--- src/rtl/gpio_input_conditioner.sv ---
// Two-flop synchronizer and per-bit debouncer for GPIO inputs, with optional sticky edge flags and irq.
// Build option: define GPIO_COND_EDGE_FLAGS_EN to compile the rise/fall flags and interrupt logic.
module gpio_input_conditioner #(
  parameter int WIDTH           = 8,
  parameter int DEBOUNCE_CYCLES = 50000
) (
  input  logic             io_mainClk,
  input  logic             io_asyncReset_n,
  input  logic [WIDTH-1:0] pins_in,
  output logic [WIDTH-1:0] stable_out,
  output logic             change_pulse,
  output logic [WIDTH-1:0] rise_mask,
  output logic [WIDTH-1:0] fall_mask,
  input  logic [WIDTH-1:0] mask_clr,
  input  logic [WIDTH-1:0] irq_en,
  output logic             irq
);

  localparam int              CNT_W    = $clog2(DEBOUNCE_CYCLES + 1);
  localparam logic [CNT_W-1:0] CNT_LAST = CNT_W'(DEBOUNCE_CYCLES - 1);
  localparam logic [CNT_W-1:0] CNT_ONE  = CNT_W'(1);

  logic [WIDTH-1:0] r_sync1;
  logic [WIDTH-1:0] r_sync2;
  logic [WIDTH-1:0] r_stable;
  logic             r_change;
  logic [CNT_W-1:0] r_cnt [WIDTH];

  logic [WIDTH-1:0] w_accept;
  logic [WIDTH-1:0] w_stable_nxt;

  always_ff @(posedge io_mainClk or negedge io_asyncReset_n) begin
    if (!io_asyncReset_n) begin
      r_sync1 <= '0;
      r_sync2 <= '0;
    end else begin
      r_sync1 <= pins_in;
      r_sync2 <= r_sync1;
    end
  end

  // A bit is accepted on the cycle its mismatch run reaches DEBOUNCE_CYCLES.
  always_comb begin
    w_accept = '0;
    for (int i = 0; i < WIDTH; i++) begin
      w_accept[i] = (r_sync2[i] != r_stable[i]) && (r_cnt[i] == CNT_LAST);
    end
    w_stable_nxt = r_stable ^ w_accept;
  end

  always_ff @(posedge io_mainClk or negedge io_asyncReset_n) begin
    if (!io_asyncReset_n) begin
      for (int i = 0; i < WIDTH; i++) begin
        r_cnt[i] <= '0;
      end
    end else begin
      for (int i = 0; i < WIDTH; i++) begin
        if ((r_sync2[i] == r_stable[i]) || w_accept[i]) begin
          r_cnt[i] <= '0;
        end else begin
          r_cnt[i] <= r_cnt[i] + CNT_ONE;
        end
      end
    end
  end

  always_ff @(posedge io_mainClk or negedge io_asyncReset_n) begin
    if (!io_asyncReset_n) begin
      r_stable <= '0;
      r_change <= 1'b0;
    end else begin
      r_stable <= w_stable_nxt;
      r_change <= |w_accept;
    end
  end

  assign stable_out   = r_stable;
  assign change_pulse = r_change;

`ifdef GPIO_COND_EDGE_FLAGS_EN
  logic [WIDTH-1:0] r_rise;
  logic [WIDTH-1:0] r_fall;
  logic             r_irq;

  // Newly detected edges override a clear arriving on the same cycle.
  always_ff @(posedge io_mainClk or negedge io_asyncReset_n) begin
    if (!io_asyncReset_n) begin
      r_rise <= '0;
      r_fall <= '0;
      r_irq  <= 1'b0;
    end else begin
      r_rise <= (r_rise & ~mask_clr) | (w_accept & w_stable_nxt);
      r_fall <= (r_fall & ~mask_clr) | (w_accept & r_stable);
      r_irq  <= |((r_rise | r_fall) & irq_en);
    end
  end

  assign rise_mask = r_rise;
  assign fall_mask = r_fall;
  assign irq       = r_irq;
`else
  logic w_unused_cfg;

  assign w_unused_cfg = ^{mask_clr, irq_en};
  assign rise_mask    = '0;
  assign fall_mask    = '0;
  assign irq          = 1'b0;
`endif

endmodule

--- config.mk ---
export PLATFORM = sky130hd
export DESIGN_NAME = gpio_input_conditioner
export DESIGN_NICKNAME = d
export VERILOG_FILES = /design/src/rtl/gpio_input_conditioner.sv
export SDC_FILE = /design/constraint.sdc
export NUM_CORES = 1
export LEC_CHECK = 0
export BUFFER_PORTS_ARGS = -buffer_cell sky130_fd_sc_hd__buf_2
export CORE_ASPECT_RATIO = 2
export CORE_MARGIN = 2
export CORE_UTILIZATION = 54
export CTS_CLUSTER_SIZE = 40
export DETAILED_ROUTE_END_ITERATION = 16
export PLACE_DENSITY = 0.77
export SKIP_LAST_GASP = 1
export SLEW_MARGIN = 20
export SYNTH_ARGS = -nofsm -noshare
export SYNTH_HDL_FRONTEND = slang
export SYNTH_SLANG_ARGS = --single-unit
--- constraint.sdc ---
create_clock -name io_mainClk -period 1.6 [get_ports io_mainClk]
set_input_delay 0.08 -clock io_mainClk [delete_from_list [all_inputs] [get_ports io_mainClk]]
set_output_delay 0.08 -clock io_mainClk [all_outputs]
set_load 0.02 [all_outputs]
==> results of run 1 <==
logic make-up (layout without fill, tap and decap cells):
| family | count (synthesis) | count (layout) | synth area share (%) |
|---|---|---|---|
| flip-flops | 153 | 153 | 54.0 |
| other | 1 | 17 | 0.0529 |
| AO/OA/AOI/OAI | 11 | 11 | 0.864 |
| buffers and inverters | 45 | 160 | 3.92 |
| AND/OR/NAND/NOR | 339 | 339 | 23.8 |
| multiplexers | 8 | 8 | 1.27 |
| adder cells (fa/ha/maj) | 8 | 8 | 1.41 |
| XOR/XNOR | 119 | 119 | 14.7 |
sequential cells by signal (all words and copies together) (netlist names), named ones only:
signal	flops
r_sync1	8
r_cnt	128
r_sync2	8
change_pulse	1
report_power, final:
part	switching, mW	internal (mW)
Sequential	0.0609	3.94
Clock	1.65	2.35
Combinational	0.282	0.189
Total	2.00	6.47
final timing paths:
kind | from | endpoint | depth (start not counted)
setup / recovery | r_cnt[16] | r_cnt[25] | 7
hold / removal | io_asyncReset_n | r_sync2[1] | 2
setup reg to reg | r_cnt[16] | r_cnt[25] | 7
hold reg to reg | r_sync1[3] | r_sync2[3] | 0
max in group asynchronous | io_asyncReset_n | r_cnt[121] | 3
min in group io_mainClk | pins_in[3] | r_sync1[3] | 2
layout make-up:
class,instances,area [sq um]
clock inverters,13,144
clock buffers,19,443
inverters,13,48.8
well taps,152,190
repair buffers,115,996
multi-input cells,502,3550
flip-flops and latches,153,3830
fillers,803,3720
timing repair:
item                                   4_1_cts  5_1_grt
hold buffers                                 9        0
gates cloned                                 0        4
resized for setup                           14      111
buffers inserted                             2       12
endpoints found under the hold margin       95        0
setup endpoints to repair                   38      123
pin swaps                                    6       40
critical path: cells and delay by family (launching register included):
kind          cells  cell delay (ns)
buf+inv           2             0.39
fa+ha+maj         1             0.22
simple gates      4             0.49
flops             1             0.40
layer usage:
layer,vias up,wire length [um],global-route usage (%)
met3,43,368,4.87
met1,2760,5790,24.0
met2,108,9970,42.2
li1,2504,-,-
met4,0,479,9.25
met5,-,0,0
cells in the final DEF, fill, tap and decap left out, types with 7 or more instances in the layout:
cell type / n
buf_4: 77
inv_1: 13
nor2_4: 34
nand3_1: 35
nor2_2: 10
dfrtp_1: 152
nor2_1: 94
and3_1: 17
and3_4: 7
dlygate4sd3_1: 9
mux2_2: 8
clkbuf_16: 21
xnor2_1: 46
nand4_1: 31
xor2_1: 71
buf_2: 17
conb_1: 17
nor3_1: 12
nand2_1: 41
and4_1: 9
stage by stage:
| stage | TNS (ns) | instances |
|---|---|---|
| after floorplan | 0 | 700 |
| after global placement | -0.00344 | 908 |
| after detailed placement | -0.0869 | 908 |
| after CTS | -0.00416 | 951 |
| after global routing | -4.14 | 967 |
| final | -0.460 | 967 |
==> impl_metrics.ini, run 1 <==
[timing]
rsz0062_at_grt = yes
fin_hold_ws_ns = 0.128
slew_violations = 0
setup_viol = 26
clock-skew-final_ns = 0.0145
setup_slack_ns = -0.0317
fmaxAchievable_mhz = 613
fin_crit_sh_pct = 102
final_hold_viol_count = 0
period_needed_ns = 1.63

[hold_path]
hold_path.class = input port to async pin

[critical_path]
max_stage_delay_ns = 0.40
worstPathCellList = ha_2 > and3_4 > nand4_1 > buf_4 > nand2b_4 > clkbuf_16 > nor2_4
crit_slowest_cell = dfrtp_1
critPathKind = flop to flop
required_ns = 1.91
r2r_slack_ns = -0.03
cp_max_fo = 8
crit_arrival_ns = 1.94
endpoint_kind = flop
start_kind = flop

[placed_design]
gp_congestion = 0.821
place_hpwl_um = 9810
placed_cell_area_sq_mm = 0.00781
dpl_worst_slack_ns = -0.0490
port_buffers = 18

[global_routing]
grt-ovfl-total = 0
grt_pass1_vias = 5677
grt_max_degree = 46
antenna_found_initial = 0
grt_use_total_pct = 22.6
grt_pass1_wl_um = 25600

[cts]
cts_inserted_buffers = 17
clk_path_buf_depth = 2
insertion_delay_ns = 0.43
cts.sinks = 153
path_clk_slew_ns = 0.06
ctsHtreeMaxLevel = 4
cts_root_buffer = clkbuf_16
cts_tree = done

[logic_synthesis]
synth_cell_type_count = 35
avgSynthCellArea_sq_um = 10.4
netlist_instances = 684
syn_area_sq_mm = 0.00709
synth_top_area_share_pct = 54.0
ys.flop_type = dfrtp_1
synth_seq_cells = 153
ys_top_cells_by_area = dfrtp_1 54%, xor2_1 8.9%, nor2_1 7.3%
synth-edff-count = 0
synth_seq_area_share_pct = 54.0
synthArstFlopShare_pct = 100
synth_top_cell_by_area = dfrtp_1
yosysWarnings = 0
synth.top_cells.by_count = 153 x dfrtp_1, 138 x nor2_1, 72 x xor2_1
yosysMostFrequentCell = dfrtp_1

[final_layout]
fin_util_pct = 71.2
fin_nets = 836
drive_gt1_share_pct = 29.0
fin_area_sq_mm = 0.00920
synthToLayoutAreaGrowth_pct = 29.7
antenna_cells = 0

[route]
drt_iter0_markers = 320
antenna_left = 0
wire_per_inst_um = 17.2
vias = 5415
drt-total-wl_um = 16600
via_per_inst = 5.60
drtPass1Iterations = 4
drcViolationCount = 0

[power_and_ir_drop]
powerDensity_mw_per_mm2 = 921
p_total_mw = 8.47
p_leak_nw = 4.11
irDropWorstVdd_v = 0.00113

[status]
status = finished with violations
violations = setup timing

[floorplan]
io_pins = 52
fp.dieW_um = 85.0
die_area_sq_mm = 0.0141
rows = 59
start_util_pct = 54.9
die_h_um = 166
coreArea_sq_mm = 0.0129

[flow_run]
maxCapViolations = 0
Note: power is estimated with default switching activity, not from simulation.
==> run 2, diff against run 1 <==
--- a/config.mk
+++ b/config.mk
@@ -12,6 +12,7 @@
 export CTS_CLUSTER_SIZE = 40
 export DETAILED_ROUTE_END_ITERATION = 16
 export PLACE_DENSITY = 0.77
+export REMOVE_ABC_BUFFERS = 1
 export SKIP_LAST_GASP = 1
 export SLEW_MARGIN = 20
 export SYNTH_ARGS = -nofsm -noshare
==> impl_metrics.ini, run 2 (synthesis results as in run 1) <==
[status]
status = finished with violations
violations = setup timing

[critical_path]
crit_slowest_cell = dfrtp_1
start_kind = flop
worst-path-buf-inv = 1
worstPathCellList = nor4bb_2 > nand4_1 > buf_4 > mux2_2
crit_arrival_ns = 1.94
r2r_cells = 4
cp_max_fo = 5
r2r_slack_ns = -0.04
required_ns = 1.90
endpoint_kind = flop
r2r-start = r_cnt[21]
max_stage_delay_ns = 0.45
crit_family = simple AND/OR/NAND/NOR gates
critPathKind = flop to flop

[route]
drtPass1Iterations = 4
drt_iter0_markers = 247
routed-wl-met3_um = 357
vias = 5174
drt-total-wl_um = 14500
via_per_inst = 5.46
top_layer_used = met4
met1_length_um = 5480
met2_length_um = 8290
drcViolationCount = 0
antenna_left = 0
wire_per_inst_um = 15.4

[placed_design]
port_buffers = 18
placed_cell_area_sq_mm = 0.00774
place_hpwl_um = 9690
gp_congestion = 0.837

[flow_run]
maxCapViolations = 0

[power_and_ir_drop]
irDropWorstVdd_v = 0.000884
powerDensity_mw_per_mm2 = 957
p_leak_nw = 3.96
p_total_mw = 8.30

[final_layout]
synthToLayoutAreaGrowth_pct = 22.2
final_cell_mix = 153 x dfrtp_1, 134 x nor2_1, 72 x xor2_1, 60 x buf_4, 47 x xnor2_1
largest_reg_flops = 128
antenna_cells = 0
mostFrequentLayoutCell = dfrtp_1
fin_area_sq_mm = 0.00867
top_regs = r_cnt (128), r_sync1 (8), r_sync2 (8)
top_register = r_cnt
fin_util_pct = 67.1
drive_gt1_share_pct = 21.0
fin_nets = 816

[timing]
rsz0062_at_grt = yes
fmaxAchievable_mhz = 609
setup_slack_ns = -0.0421
setup_viol = 1
tns_ns = -0.0421
clock-skew-final_ns = 0.0104
final_hold_viol_count = 0
fin_crit_sh_pct = 103
slew_violations = 0
period_needed_ns = 1.64

[global_routing]
grt_use_total_pct = 21.3
grt_pass1_wl_um = 24300
antenna_found_initial = 0
grt_pass1_vias = 5489
grt_max_degree = 42
grt-ovfl-total = 0

[cts]
clk_path_buf_depth = 2
cts_tree = done
insertion_delay_ns = 0.42
cts_inserted_buffers = 17
path_clk_slew_ns = 0.07
cts.sinks = 153
cts_root_buffer = clkbuf_16
ctsHtreeMaxLevel = 4

[floorplan]
start_util_pct = 54.9
fp.dieW_um = 85.0
die_area_sq_mm = 0.0141
rows = 59
die_h_um = 166
io_pins = 52
coreArea_sq_mm = 0.0129

[hold_path]
hold_path.class = input port to async pin
## run 2: cell types whose count changed in the layout (fill, tap and decap cells not counted), sizes merged
cell      delta
clkinvlp     -1
inv          +1
clkbuf       -3
bufinv       -1
buf         -16
## run 2: how the worst max path moves through the flow
stage | start | end | slack [ns] | cells past startpoint
after global routing | r_cnt[21] | flop | -0.06 | 4
final | r_cnt[21] | flop | -0.04 | 4
after floorplan | r_cnt[64] | r_cnt[67] | 0.09 | 6
after CTS | r_cnt[81] | change_pulse | -0.008 | 6
after global placement | r_cnt[68] | r_cnt[76] | -0.03 | 5
after detailed placement | r_cnt[91] | flop | -0.13 | 4
## run 2: metal layers
layer,up-vias,global-route usage [%]
met1,2576,22.7
met4,0,8.97
met2,91,39.4
met5,-,0
met3,35,4.27
li1,2472,-
## run 2: worst register-to-register path: stages, from the launching register on
cell      delay (ns)
dfrtp_1         0.45
nor4bb_2        0.30
nand4_1         0.28
buf_4           0.22
mux2_2          0.26
## run 2: layout make-up
type,instances,area [sq um]
Sequential cell,153,3830
Clock buffer,20,467
Tap cell,152,190
Timing Repair Buffer,95,797
Clock inverter,12,115
Multi-Input combinational cell,502,3220
Inverter,13,48.8
Fill cell,906,4250
## run 2: report_power, final
part           switching, mW  internal [mW]  leakage, nW
Sequential            0.0577           3.94         2.08
Clock                   1.63           2.28        0.279
Combinational          0.234          0.160         1.60
## run 2: stage by stage
step	worst slack, ns	hold WS [ns]	std cells
6_report	-0.0421	0.0907	947
3_3_place_gp	-0.0252	-0.0283	895
3_5_place_dp	-0.132	-0.0242	895
2_1_floorplan	0.0873	-0.216	668
4_1_cts	-0.00842	0.0984	937
5_1_grt	-0.0638	0.127	947
## run 2: repair_timing
item                                    4_1_cts  5_1_grt
hold endpoints to repair                    161        0
gates cloned                                  0        0
hold buffers                                  9        0
endpoints found under the setup margin       34       54
gates resized for setup                       6       33
pin swaps                                     0       14
setup buffers                                 1       10
